### src/rtl/emulib_fifo_pkg.sv
// rtl/emulib_fifo_pkg.sv - shared constants and pointer helper for the flexible FIFO
package emulib_fifo_pkg;

    localparam int FWFT_OFF = 0;
    localparam int FWFT_ON  = 1;

    // Pointer increment that wraps at an arbitrary (non power-of-two) depth.
    function automatic int unsigned ptr_inc(input int unsigned ptr, input int unsigned depth);
        return (ptr + 32'd1 >= depth) ? 32'd0 : ptr + 32'd1;
    endfunction

endpackage

### src/rtl/emulib_fifo_ram.sv
// rtl/emulib_fifo_ram.sv - DEPTH x WIDTH storage, synchronous write, asynchronous read, no reset
module emulib_fifo_ram #(
    parameter int WIDTH = 32,
    parameter int DEPTH = 8,
    parameter int AW    = 3
) (
    input  logic             clk,
    input  logic             we,
    input  logic [AW-1:0]    waddr,
    input  logic [WIDTH-1:0] wdata,
    input  logic [AW-1:0]    raddr,
    output logic [WIDTH-1:0] rdata
);

    logic [WIDTH-1:0] mem [DEPTH];

    always_ff @(posedge clk) begin
        if (we) begin
            mem[waddr] <= wdata;
        end
    end

    assign rdata = mem[raddr];

endmodule

### src/rtl/emulib_fifo_flex.sv
// rtl/emulib_fifo_flex.sv - parameterised FIFO control: pointers, count, registered flags and
// registered-read or first-word-fall-through output stage
module emulib_fifo_flex
    import emulib_fifo_pkg::*;
#(
    parameter int WIDTH         = 32,
    parameter int DEPTH         = 8,
    parameter int FWFT          = 0,
    parameter int AFULL_THRESH  = DEPTH - 1,
    parameter int AEMPTY_THRESH = 1,
    parameter int CNTW          = $clog2(DEPTH + 1)
) (
    input  logic             clk,
    input  logic             rst_n,
    input  logic             flush,
    input  logic             winc,
    input  logic [WIDTH-1:0] wdata,
    output logic             wfull,
    input  logic             rinc,
    output logic [WIDTH-1:0] rdata,
    output logic             rempty,
    output logic [CNTW-1:0]  count,
    output logic             almost_full,
    output logic             almost_empty,
    output logic             wovf,
    output logic             rudf
);

    localparam int PTRW = (DEPTH > 1) ? $clog2(DEPTH) : 1;

    if (WIDTH < 1 || DEPTH < 1 || (FWFT != FWFT_OFF && FWFT != FWFT_ON) ||
        AFULL_THRESH < 1 || AFULL_THRESH > DEPTH ||
        AEMPTY_THRESH < 0 || AEMPTY_THRESH > DEPTH - 1 ||
        CNTW < $clog2(DEPTH + 1)) begin : g_bad_param
        $fatal(1, "emulib_fifo_flex: illegal parameter value");
    end

    logic [PTRW-1:0]  wptr;
    logic [PTRW-1:0]  rptr;
    logic             wfire;
    logic             rfire;
    logic [CNTW-1:0]  count_nxt;
    logic [WIDTH-1:0] ram_rdata;

    assign wfire = winc && !wfull && !flush;
    assign rfire = rinc && !rempty && !flush;

    always_comb begin
        count_nxt = count;
        if (flush) begin
            count_nxt = '0;
        end else if (wfire && !rfire) begin
            count_nxt = count + CNTW'(1);
        end else if (rfire && !wfire) begin
            count_nxt = count - CNTW'(1);
        end
    end

    // Flags are registered from the next count so they always agree with the registered count.
    always_ff @(posedge clk or negedge rst_n) begin
        if (!rst_n) begin
            wptr         <= '0;
            rptr         <= '0;
            count        <= '0;
            wfull        <= 1'b0;
            rempty       <= 1'b1;
            almost_full  <= 1'b0;
            almost_empty <= 1'b1;
            wovf         <= 1'b0;
            rudf         <= 1'b0;
        end else begin
            if (flush) begin
                wptr <= '0;
                rptr <= '0;
            end else begin
                if (wfire) begin
                    wptr <= PTRW'(ptr_inc(32'(wptr), DEPTH));
                end
                if (rfire) begin
                    rptr <= PTRW'(ptr_inc(32'(rptr), DEPTH));
                end
            end
            count        <= count_nxt;
            wfull        <= (count_nxt == CNTW'(DEPTH));
            rempty       <= (count_nxt == '0);
            almost_full  <= (count_nxt >= CNTW'(AFULL_THRESH));
            almost_empty <= (count_nxt <= CNTW'(AEMPTY_THRESH));
            wovf         <= winc && wfull && !flush;
            // A read on empty paired with an accepted write is not an underflow.
            rudf         <= rinc && rempty && !flush && !wfire;
        end
    end

    emulib_fifo_ram #(
        .WIDTH (WIDTH),
        .DEPTH (DEPTH),
        .AW    (PTRW)
    ) u_ram (
        .clk   (clk),
        .we    (wfire),
        .waddr (wptr),
        .wdata (wdata),
        .raddr (rptr),
        .rdata (ram_rdata)
    );

    if (FWFT == FWFT_ON) begin : g_fwft
        // Head entry is visible as soon as the registered rempty falls.
        assign rdata = rempty ? '0 : ram_rdata;
    end else begin : g_reg
        logic [WIDTH-1:0] rdata_q;

        always_ff @(posedge clk or negedge rst_n) begin
            if (!rst_n) begin
                rdata_q <= '0;
            end else if (rfire) begin
                rdata_q <= ram_rdata;
            end
        end

        assign rdata = rdata_q;
    end

endmodule

### config.mk
export PLATFORM = sky130hd
export DESIGN_NAME = emulib_fifo_flex
export DESIGN_NICKNAME = d
export VERILOG_FILES = /design/src/rtl/emulib_fifo_pkg.sv /design/src/rtl/emulib_fifo_ram.sv /design/src/rtl/emulib_fifo_flex.sv
export SDC_FILE = /design/constraint.sdc
export NUM_CORES = 1
export LEC_CHECK = 0
export CORE_AREA = 2 2 140 142
export DETAILED_ROUTE_END_ITERATION = 12
export DIE_AREA = 0 0 142 144
export PLACE_DENSITY = 0.83
export SLEW_MARGIN = 10
export SYNTH_ARGS = -nofsm -noshare
export SYNTH_HDL_FRONTEND = slang
export SYNTH_SLANG_ARGS = --single-unit
### constraint.sdc
create_clock -name clk -period 7.4 [get_ports clk]
set_input_delay 1.11 -clock clk [delete_from_list [all_inputs] [get_ports clk]]
set_output_delay 1.11 -clock clk [all_outputs]
set_load 0.02 [all_outputs]
==> flow_summary.yaml, run 1 <==
setup_path:
  critical_path.max_stage_delay_ps: 940
  critical_path_arrival_ps: 3710
  critPathSlowestCell: "sky130_fd_sc_hd__nor2_4"
  startpoint_type: "primary input"
  timing.critical_path.fanout_max: 32
  timing.critical_path.cells: "clkdlybuf4s50_1, or3_1, nor2_4"
  worst_ep_required_time_ps: 7530
  critPathCaptureType: "register"
  crit_family: "simple AND/OR/NAND/NOR gates"
  worstPathBufferInverterCount: 1
  start_to_end_type_of_the_worst_setup_path: "primary input to register"
cts:
  cts.clk_slew.worst_paths_ps: 60
  cts-hold-fix-buffers: 0
  clock_tree.root_cell: "sky130_fd_sc_hd__clkbuf_16"
  cts_post_setup_buffers_inserted: 0
  clock-sinks: 304
  max-clock-path-buffers: 3
  clock_tree.htree_level_count: 1
  cts_resized: 0
  tritoncts: "done"
  tritoncts.num_buffers: 29
  clk_latency_ps: 530
global_routing:
  first_global_vias: 6107
  residual_overflow_from_global_routing: 0
  globalRouteTotalUtil: 0.229
  grt_start_max_net_pins: 69
  initial_antenna_violation_count: 0
  grt_first_pass_wirelength_um: 34800
timing:
  timing.clock.skew_ps: 12.5
  min_period_over_period: 0.483
  setup_viol: 0
  slew_viol_final: 0
  grt_setup_unrepaired: "no"
  setup_tns_ps: 0
  final.min_clock_period_ps: 3580
  hold_viol: 0
  max_clock_freq_ghz: 0.280
  timing.slew.headroom: 0.211
  tightest_slew_ps: 1180
  worst_slack_ps: 3820
finish:
  n_fill_cell: 1068
  insertedDiodeCount: 0
  final-seq-area_um2: 8900
  syn_to_final_growth_pct: 18.1
  layout-drive-gt1-share: 0.212
  layout.cells.most_common_list: "256 x sky130_fd_sc_hd__edfxtp_1, 77 x sky130_fd_sc_hd__clkdlybuf4s50_1, 64 x sky130_fd_sc_hd__mux4_2, 43 x sky130_fd_sc_hd__dfrtp_1"
  final_design_area_no_fill_um2: 13800
  multi_input_comb_area_um2: 2670
  mostFrequentLayoutCell: "sky130_fd_sc_hd__edfxtp_1"
  layout.core_utilization: 0.723
  final_net_count: 704
synthesis:
  synthSimpleGateAreaFrac: 0.0405
  synth_top_family_by_area: "multiplexers"
  synth-compound-area-share: 0.0235
  syn_avg_cell_area_um2: 20.3
  synth_nets: 617
  post_synthesis_sequential_element_count: 304
  synth_fa_ha_area_frac: 0.00429
  synthMuxAreaShare: 0.152
  syn_area_um2: 11700
  yosys.area_share.xor_xnor: 0.00300
  ys_seq_area_frac: 0.761
  post_synth_inst_count: 576
  number_of_warning_messages_in_the_yosys_log: 0
  netlist-cell-type-count: 41
die:
  num_rows: 51
  die_x_um: 142
  die_area_um2: 20400
  effective_utilization_at_floorplan: 0.612
  coreArea_um2: 19100
  die_height_um: 144
  top_level_ports: 79
routing:
  drt_first_iter_violations: 447
  dr.pass1.iters: 5
  drt-total-wl_um: 22800
  vias: 5809
  detail_route.vias_per_cell: 6.29
  drt-wirelength-per-cell_um: 24.7
  final_antenna_net_count: 0
  drc: 0
flow_run:
  cap_violations: 0
placement:
  numPortBuffers: 78
  preCtsSetupSlack_ps: 3320
  dpl-instance-area_um2: 12700
  globalplace.congestion: 0.838
  dp.final_hpwl_um: 12400
outcome:
  run_status: "finished, final reports clean"
worst_hold_path:
  min_delay_worst_type: "register to register"
power:
  vdd_ir_drop_max_mv: 0.265
  power_density_nw_per_um2: 318
  cellLeakagePower_nw: 4.41
sequential cells by signal, summed over array words and instances (netlist names):
name,cells
almost_empty,1
almost_full,1
count,4
rdata,32
rempty,1
rptr,3
rudf,1
u_ram.mem,256
wfull,1
wovf,1
wptr,3
layout make-up:
class                      count  area share
clock buffer                  30      0.0536
tap                          238      0.0216
timing repair buffer          86      0.0606
multi-input combinational    240       0.193
clock inverter                23      0.0252
sequential                   304       0.645
inverter                       2    0.000544
synthesized netlist by cell type:
cell type / count / area, µm²
sky130_fd_sc_hd__nor4_4: 1 / 21.3
sky130_fd_sc_hd__mux2i_1: 33 / 330
sky130_fd_sc_hd__nand3_1: 4 / 20.0
sky130_fd_sc_hd__or3_1: 1 / 6.26
sky130_fd_sc_hd__buf_4: 2 / 15.0
sky130_fd_sc_hd__nor4b_1: 1 / 8.76
sky130_fd_sc_hd__or4_4: 1 / 11.3
sky130_fd_sc_hd__nor4bb_1: 1 / 10.0
sky130_fd_sc_hd__a22oi_1: 1 / 7.51
sky130_fd_sc_hd__nor3b_1: 2 / 15.0
sky130_fd_sc_hd__buf_2: 13 / 65.1
sky130_fd_sc_hd__nand2b_1: 4 / 25.0
sky130_fd_sc_hd__o21a_1: 1 / 7.51
sky130_fd_sc_hd__nor4b_2: 2 / 30.0
sky130_fd_sc_hd__o21ai_0: 2 / 10.0
sky130_fd_sc_hd__a21oi_1: 38 / 190
sky130_fd_sc_hd__nor2b_1: 2 / 12.5
sky130_fd_sc_hd__a31o_1: 1 / 8.76
sky130_fd_sc_hd__buf_1: 3 / 11.3
sky130_fd_sc_hd__edfxtp_1: 256 / 7690
sky130_fd_sc_hd__dfstp_2: 2 / 52.6
sky130_fd_sc_hd__nor2_1: 45 / 169
sky130_fd_sc_hd__nand3b_1: 2 / 15.0
sky130_fd_sc_hd__inv_1: 2 / 7.51
sky130_fd_sc_hd__nor3_4: 2 / 32.5
sky130_fd_sc_hd__nor3_1: 6 / 30.0
sky130_fd_sc_hd__dfrtp_1: 46 / 1150
sky130_fd_sc_hd__nor3_2: 2 / 20.0
sky130_fd_sc_hd__ha_1: 4 / 50.1
sky130_fd_sc_hd__o21a_2: 1 / 8.76
sky130_fd_sc_hd__o21bai_1: 1 / 7.51
sky130_fd_sc_hd__xnor2_1: 4 / 35.0
sky130_fd_sc_hd__clkbuf_1: 7 / 26.3
sky130_fd_sc_hd__a311oi_1: 2 / 17.5
sky130_fd_sc_hd__a211o_1: 1 / 8.76
sky130_fd_sc_hd__mux4_2: 64 / 1440
sky130_fd_sc_hd__nor4_1: 2 / 12.5
sky130_fd_sc_hd__buf_6: 5 / 56.3
sky130_fd_sc_hd__nand2_1: 7 / 26.3
sky130_fd_sc_hd__or2b_1: 1 / 7.51
sky130_fd_sc_hd__o31ai_1: 1 / 7.51
per-stage QoR:
stage          power [mW]  hold slack, ps  cells
2_1_floorplan        2.46             569    576
3_3_place_gp         2.73             508    870
3_5_place_dp         2.75             516    870
4_1_cts              4.41             529    923
5_1_grt              4.53             547    923
6_report             4.38             523    923
logic make-up after synthesis:
| kind of cell | count (synthesis) |
|---|---|
| AOI/OAI and AO/OA | 49 |
| adders and majority gates | 4 |
| buffers and inverters | 32 |
| xor gates and xnor gates | 4 |
| DFF | 304 |
| and+or+nand+nor | 86 |
| muxes | 97 |
power by group:
part	internal, mW	leakage [nW]	switching (mW)
clock network	1.04	0.530	0.616
registers	1.98	2.87	0.0851
logic	0.326	1.02	0.338
path summary, 6_finish.rpt:
| check | depth (start not counted) | slack (ps) | start | endpoint |
|---|---|---|---|---|
| min | 2 | 520 | rdata[2] | rdata[2] |
| max | 3 | 3820 | flush | u_ram.mem[2][9] |
| min reg2reg | 2 | 520 | rdata[2] | rdata[2] |
| max in group asynchronous | 2 | 6190 | rst_n | rptr[0] |
| max reg2reg | 4 | 4610 | rptr[0] | rdata[23] |
| min in group asynchronous | 2 | 700 | rst_n | rudf |
routing by layer:
| layer | GRT usage | routed length [µm] | vias up |
|---|---|---|---|
| li1 | - | - | 2491 |
| met1 | 0.314 | 9130 | 3023 |
| met2 | 0.386 | 11600 | 241 |
| met3 | 0.0354 | 1400 | 54 |
| met4 | 0.0779 | 644 | 0 |
| met5 | 0 | 0 | - |
worst reg2reg max path, stage by stage, from the launching register on:
cell,delay [ps]
sky130_fd_sc_hd__dfrtp_4,850
sky130_fd_sc_hd__buf_4,720
sky130_fd_sc_hd__mux4_2,660
sky130_fd_sc_hd__mux2i_1,310
sky130_fd_sc_hd__a21oi_1,130
Note: power is estimated with default switching activity, not from simulation.
==> run 2, diff against run 1 <==
--- a/config.mk
+++ b/config.mk
@@ -5,10 +5,10 @@
 export SDC_FILE = /design/constraint.sdc
 export NUM_CORES = 1
 export LEC_CHECK = 0
-export CORE_AREA = 2 2 140 142
+export CORE_AREA = 2 2 145 147
 export DETAILED_ROUTE_END_ITERATION = 12
-export DIE_AREA = 0 0 142 144
-export PLACE_DENSITY = 0.83
+export DIE_AREA = 0 0 147 149
+export PLACE_DENSITY = 0.78
 export SLEW_MARGIN = 10
 export SYNTH_ARGS = -nofsm -noshare
 export SYNTH_HDL_FRONTEND = slang
==> constraint.sdc (replaced) <==
create_clock -name clk -period 3.35 [get_ports clk]
set_input_delay 0.5025 -clock clk [delete_from_list [all_inputs] [get_ports clk]]
set_output_delay 0.5025 -clock clk [all_outputs]
set_load 0.02 [all_outputs]
==> run 2 against run 1 <==
  * Global-route usage shrank 1.1 points
  * Worst hold slack lost 490 ps
  * Sequential power grew 120%
  * Sequential share of layout area shrank 0.90 points
  * Register-to-register slack lost 3400 ps
  * Largest cell class unchanged
  * Largest power group unchanged
==> flow_summary.yaml, run 2 (same netlist as run 1, synthesis figures left out) <==
outcome:
  run_status: "finished, final reports clean"
placement:
  preCtsSetupSlack_ps: 643
  globalplace.congestion: 0.813
  dp.final_hpwl_um: 13600
  dpl-instance-area_um2: 13000
  numPortBuffers: 78
  post-place-cells: 924
finish:
  insertedDiodeCount: 0
  layout.cells.non_filler: 976
  registers.top_by_ff_count: "u_ram.mem"
  layout.core_utilization: 0.680
  mostFrequentLayoutCell: "sky130_fd_sc_hd__edfxtp_1"
  syn_to_final_growth_pct: 19.8
  layout-drive-gt1-share: 0.225
  layout.cells.most_common_list: "256 x sky130_fd_sc_hd__edfxtp_1, 77 x sky130_fd_sc_hd__clkdlybuf4s50_1, 64 x sky130_fd_sc_hd__mux4_2, 43 x sky130_fd_sc_hd__dfrtp_1"
  final_design_area_no_fill_um2: 14000
  final_net_count: 720
  largest_register_ff_count: 256
setup_path:
  rr_endpoint: "u_ram.mem[0][26]"
  critPathCaptureType: "output pin"
  critical_path_arrival_ps: 1750
  timing.critical_path.fanout_max: 7
  timing.critical_path.cells: "clkdlybuf4s50_1"
  critPathSlowestCell: "sky130_fd_sc_hd__clkdlybuf4s50_1"
  worstPathBufferInverterCount: 1
  critical_path.max_stage_delay_ps: 620
  r2r-start: "wfull"
  timing.reg2reg.worst_path_depth: 4
  worst_ep_required_time_ps: 2850
  regToRegSetupSlack_ps: 1200
  start_to_end_type_of_the_worst_setup_path: "register to output pin"
  crit_family: "buffers and inverters"
  startpoint_type: "register"
timing:
  max_clock_freq_ghz: 0.444
  timing.slew.headroom: 0.503
  hold_viol: 0
  tightest_slew_ps: 745
  setup_tns_ps: 0
  setup_viol: 0
  min_period_over_period: 0.672
  timing.clock.skew_ps: 13.7
  slew_viol_final: 0
  worst_slack_ps: 1100
  timing.hold.ws_ps: 29.9
  grt_setup_unrepaired: "no"
  final.min_clock_period_ps: 2250
routing:
  drt-wirelength-per-cell_um: 23.7
  final_antenna_net_count: 0
  drt-total-wl_um: 23200
  drc: 0
  drt_first_iter_violations: 594
  detail_route.vias_per_cell: 5.93
  dr.pass1.iters: 5
  vias: 5785
cts:
  cts-hold-fix-buffers: 0
  cts.clk_slew.worst_paths_ps: 70
  clock_tree.root_cell: "sky130_fd_sc_hd__clkbuf_16"
  cts_resized: 0
  clock_tree.htree_level_count: 1
  clk_latency_ps: 540
  tritoncts.num_buffers: 28
  tritoncts: "done"
  max-clock-path-buffers: 3
  cts_post_setup_buffers_inserted: 0
  clock-sinks: 304
power:
  power_density_nw_per_um2: 677
  design_power_total_mw: 9.47
  cellLeakagePower_nw: 4.48
  vdd_ir_drop_max_mv: 0.503
die:
  coreArea_um2: 20600
  die_height_um: 149
  top_level_ports: 79
  effective_utilization_at_floorplan: 0.568
  die_x_um: 147
  die_area_um2: 21900
  num_rows: 53
global_routing:
  grt_start_max_net_pins: 40
  initial_antenna_violation_count: 0
  globalRouteTotalUtil: 0.218
  residual_overflow_from_global_routing: 0
  grt_first_pass_wirelength_um: 35900
  first_global_vias: 6128
flow_run:
  cap_violations: 0
worst_hold_path:
  min_delay_worst_type: "primary input to asynchronous set/reset pin"
==> run 2: layout make-up <==
type	instances	area [µm²]
inverters	2	7.51
fillers	1258	6570
clock buffers	40	817
multi-input cells	240	2680
repair buffers	103	1050
clock inverters	12	191
flip-flops and latches	304	8900
well taps	275	344
==> run 2: worst max-delay path by stage <==
| stage | start | endpoint | cells past startpoint |
|---|---|---|---|
| after floorplan | wfull | u_ram.mem[4][0] | 4 |
| after global placement | winc | u_ram.mem[0][17] | 5 |
| after detailed placement | winc | u_ram.mem[0][3] | 5 |
| after CTS | rempty | rempty | 1 |
| after global routing | rempty | rempty | 1 |
| final | rempty | rempty | 1 |
==> run 2: per-layer routing <==
metal,routed length [µm],up-vias,global-route usage
met5,0,-,0
met2,12100,200,0.375
li1,-,2518,-
met3,1200,36,0.0315
met4,450,0,0.0606
met1,9410,3031,0.299
==> run 2: where the power goes <==
| part | switching [mW] | internal, mW |
|---|---|---|
| logic | 0.765 | 0.743 |
| clock network | 1.34 | 2.08 |
| registers | 0.174 | 4.36 |
| total | 2.28 | 7.19 |
==> run 3, diff against run 2 <==
--- a/config.mk
+++ b/config.mk
@@ -5,10 +5,10 @@
 export SDC_FILE = /design/constraint.sdc
 export NUM_CORES = 1
 export LEC_CHECK = 0
-export CORE_AREA = 2 2 145 147
+export CORE_AREA = 2 2 152 154
 export DETAILED_ROUTE_END_ITERATION = 12
-export DIE_AREA = 0 0 147 149
-export PLACE_DENSITY = 0.78
+export DIE_AREA = 0 0 154 156
+export PLACE_DENSITY = 0.75
 export SLEW_MARGIN = 10
 export SYNTH_ARGS = -nofsm -noshare
 export SYNTH_HDL_FRONTEND = slang
==> constraint.sdc (replaced) <==
create_clock -name clk -period 2.05 [get_ports clk]
set_input_delay 0.3075 -clock clk [delete_from_list [all_inputs] [get_ports clk]]
set_output_delay 0.3075 -clock clk [all_outputs]
set_load 0.02 [all_outputs]
==> run 3 against run 2 <==
  * Clock power grew 62%
  * Die area grew 9.7%
  * Core utilization shrank 4.1 points
  * Non-clock buffer count grew 22
  * Register-to-register slack lost 1000 ps
  * Clock-buffer cell count shrank 2
  * Setup slack lost 1000 ps
  * Power grew 64%
  * Sequential cell count is the same
  * Highest routed layer unchanged
==> flow_summary.yaml, run 3 (same netlist as run 1, synthesis figures left out) <==
outcome:
  run_status: "finished, final reports clean"
worst_hold_path:
  min_delay_worst_type: "primary input to asynchronous set/reset pin"
global_routing:
  residual_overflow_from_global_routing: 0
  initial_antenna_violation_count: 0
  grt_first_pass_wirelength_um: 36300
  first_global_vias: 6173
  globalRouteTotalUtil: 0.200
  grt_start_max_net_pins: 39
timing:
  grt_setup_unrepaired: "no"
  tightest_slew_ps: 463
  timing.slew.headroom: 0.691
  timing.clock.skew_ps: 9.16
  setup_viol: 0
  min_period_over_period: 0.957
  hold_viol: 0
  max_clock_freq_ghz: 0.509
  final.min_clock_period_ps: 1960
  slew_viol_final: 0
finish:
  layout.core_utilization: 0.639
  mostFrequentLayoutCell: "sky130_fd_sc_hd__edfxtp_1"
  largest_register_ff_count: 256
  syn_to_final_growth_pct: 22.5
  registers.top_by_ff_count: "u_ram.mem"
  layout-drive-gt1-share: 0.256
  insertedDiodeCount: 0
  layout.cells.most_common_list: "256 x sky130_fd_sc_hd__edfxtp_1, 76 x sky130_fd_sc_hd__clkdlybuf4s50_1, 64 x sky130_fd_sc_hd__mux4_2, 42 x sky130_fd_sc_hd__dfrtp_1"
  final_design_area_no_fill_um2: 14300
  final_net_count: 744
  layout.cells.non_filler: 1012
setup_path:
  r2r-start: "rempty"
  critical_path.max_stage_delay_ps: 610
  critPathSlowestCell: "sky130_fd_sc_hd__clkdlybuf4s50_1"
  startpoint_type: "register"
  timing.critical_path.cells: "buf_4, clkdlybuf4s50_1"
  start_to_end_type_of_the_worst_setup_path: "register to output pin"
  rr_endpoint: "almost_full"
  timing.reg2reg.worst_path_depth: 6
  regToRegSetupSlack_ps: 170
  worst_ep_required_time_ps: 1740
  critical_path_arrival_ps: 1660
  critPathCaptureType: "output pin"
  timing.critical_path.fanout_max: 6
routing:
  drt-total-wl_um: 23200
  drc: 0
  vias: 5901
  dr.pass1.iters: 5
  final_antenna_net_count: 0
  detail_route.vias_per_cell: 5.83
  drt_first_iter_violations: 499
  drt-wirelength-per-cell_um: 23.0
cts:
  max-clock-path-buffers: 3
  cts_post_setup_buffers_inserted: 0
  tritoncts.num_buffers: 30
  clock_tree.root_cell: "sky130_fd_sc_hd__clkbuf_16"
  clock_tree.htree_level_count: 1
  cts.clk_slew.worst_paths_ps: 60
  tritoncts: "done"
  clock-sinks: 304
  clk_latency_ps: 550
die:
  die_height_um: 156
  die_area_um2: 24000
  top_level_ports: 79
  coreArea_um2: 22400
  num_rows: 55
  die_x_um: 154
  effective_utilization_at_floorplan: 0.522
power:
  vdd_ir_drop_max_mv: 0.722
  cellLeakagePower_nw: 4.62
  design_power_total_mw: 15.5
  power_density_nw_per_um2: 1090
placement:
  dp.final_hpwl_um: 14700
  numPortBuffers: 78
  globalplace.congestion: 0.830
  dpl-instance-area_um2: 13300
  post-place-cells: 955
flow_run:
  cap_violations: 0
run 3: cell types whose count changed in the layout (fill, tap and decap cells not counted), moves of 2 or more:
cell | before | now
sky130_fd_sc_hd__clkinv_2 | 4 | 8
sky130_fd_sc_hd__inv_6 | 0 | 2
sky130_fd_sc_hd__clkinvlp_4 | 0 | 2
sky130_fd_sc_hd__clkbuf_8 | 5 | 1
sky130_fd_sc_hd__clkbuf_16 | 29 | 31
sky130_fd_sc_hd__buf_12 | 7 | 16
sky130_fd_sc_hd__buf_4 | 18 | 30
sky130_fd_sc_hd__clkinv_4 | 2 | 0
run 3: through the flow:
stage | hold WS (ps) | setup slack [ps] | setup TNS [ps]
final | 248 | 87.2 | 0
after global routing | 303 | 34.6 | 0
after CTS | 256 | 62.4 | 0
after detailed placement | 295 | -145 | -21840
after global placement | 275 | -106 | -15150
after floorplan | 11.9 | -360 | -16900
run 3: critical path, delay by kind of cell (launching register included):
kind | cells | cell delay, ps
buf+inv | 2 | 770
flops | 1 | 350
run 3: worst max-delay path by stage:
stage | start | endpoint | slack [ps] | cells after the start
2_1_floorplan | wfull | u_ram.mem[0][0] | -360 | 4
3_3_place_gp | winc | u_ram.mem[0][2] | -110 | 5
3_5_place_dp | winc | u_ram.mem[6][2] | -140 | 6
4_1_cts | count[1] | count[1] | 60 | 2
5_1_grt | rempty | almost_full | 30 | 6
6_report | count[1] | count[1] | 90 | 2
run 3: final cells by class:
class / count / area, µm²
Fill cell: 1474 / 8070
Clock inverter: 18 / 200
Tap cell: 285 / 357
Clock buffer: 38 / 812
Timing Repair Buffer: 125 / 1330
Inverter: 2 / 7.51
Sequential cell: 304 / 8900
Multi-Input combinational cell: 240 / 2690
run 3: power by group:
part	leakage [nW]	internal, mW	switching (mW)
Clock	0.497	3.31	2.24
Sequential	2.86	7.13	0.249
Combinational	1.26	1.28	1.31
run 3: routing by layer:
layer	vias up	track usage	wire length [µm]
met1	3080	0.263	9310
li1	2571	-	-
met3	44	0.0333	1290
met2	206	0.351	12100
met4	0	0.0538	522
met5	-	0	0
run 3: repair_timing:
| item | CTS | global route |
|---|---|---|
| hold buffers | 1 | 0 |
| resized for setup | 1 | 0 |
| endpoints found under the hold margin | 16 | 0 |
| endpoints found under the setup margin | 1 | 0 |
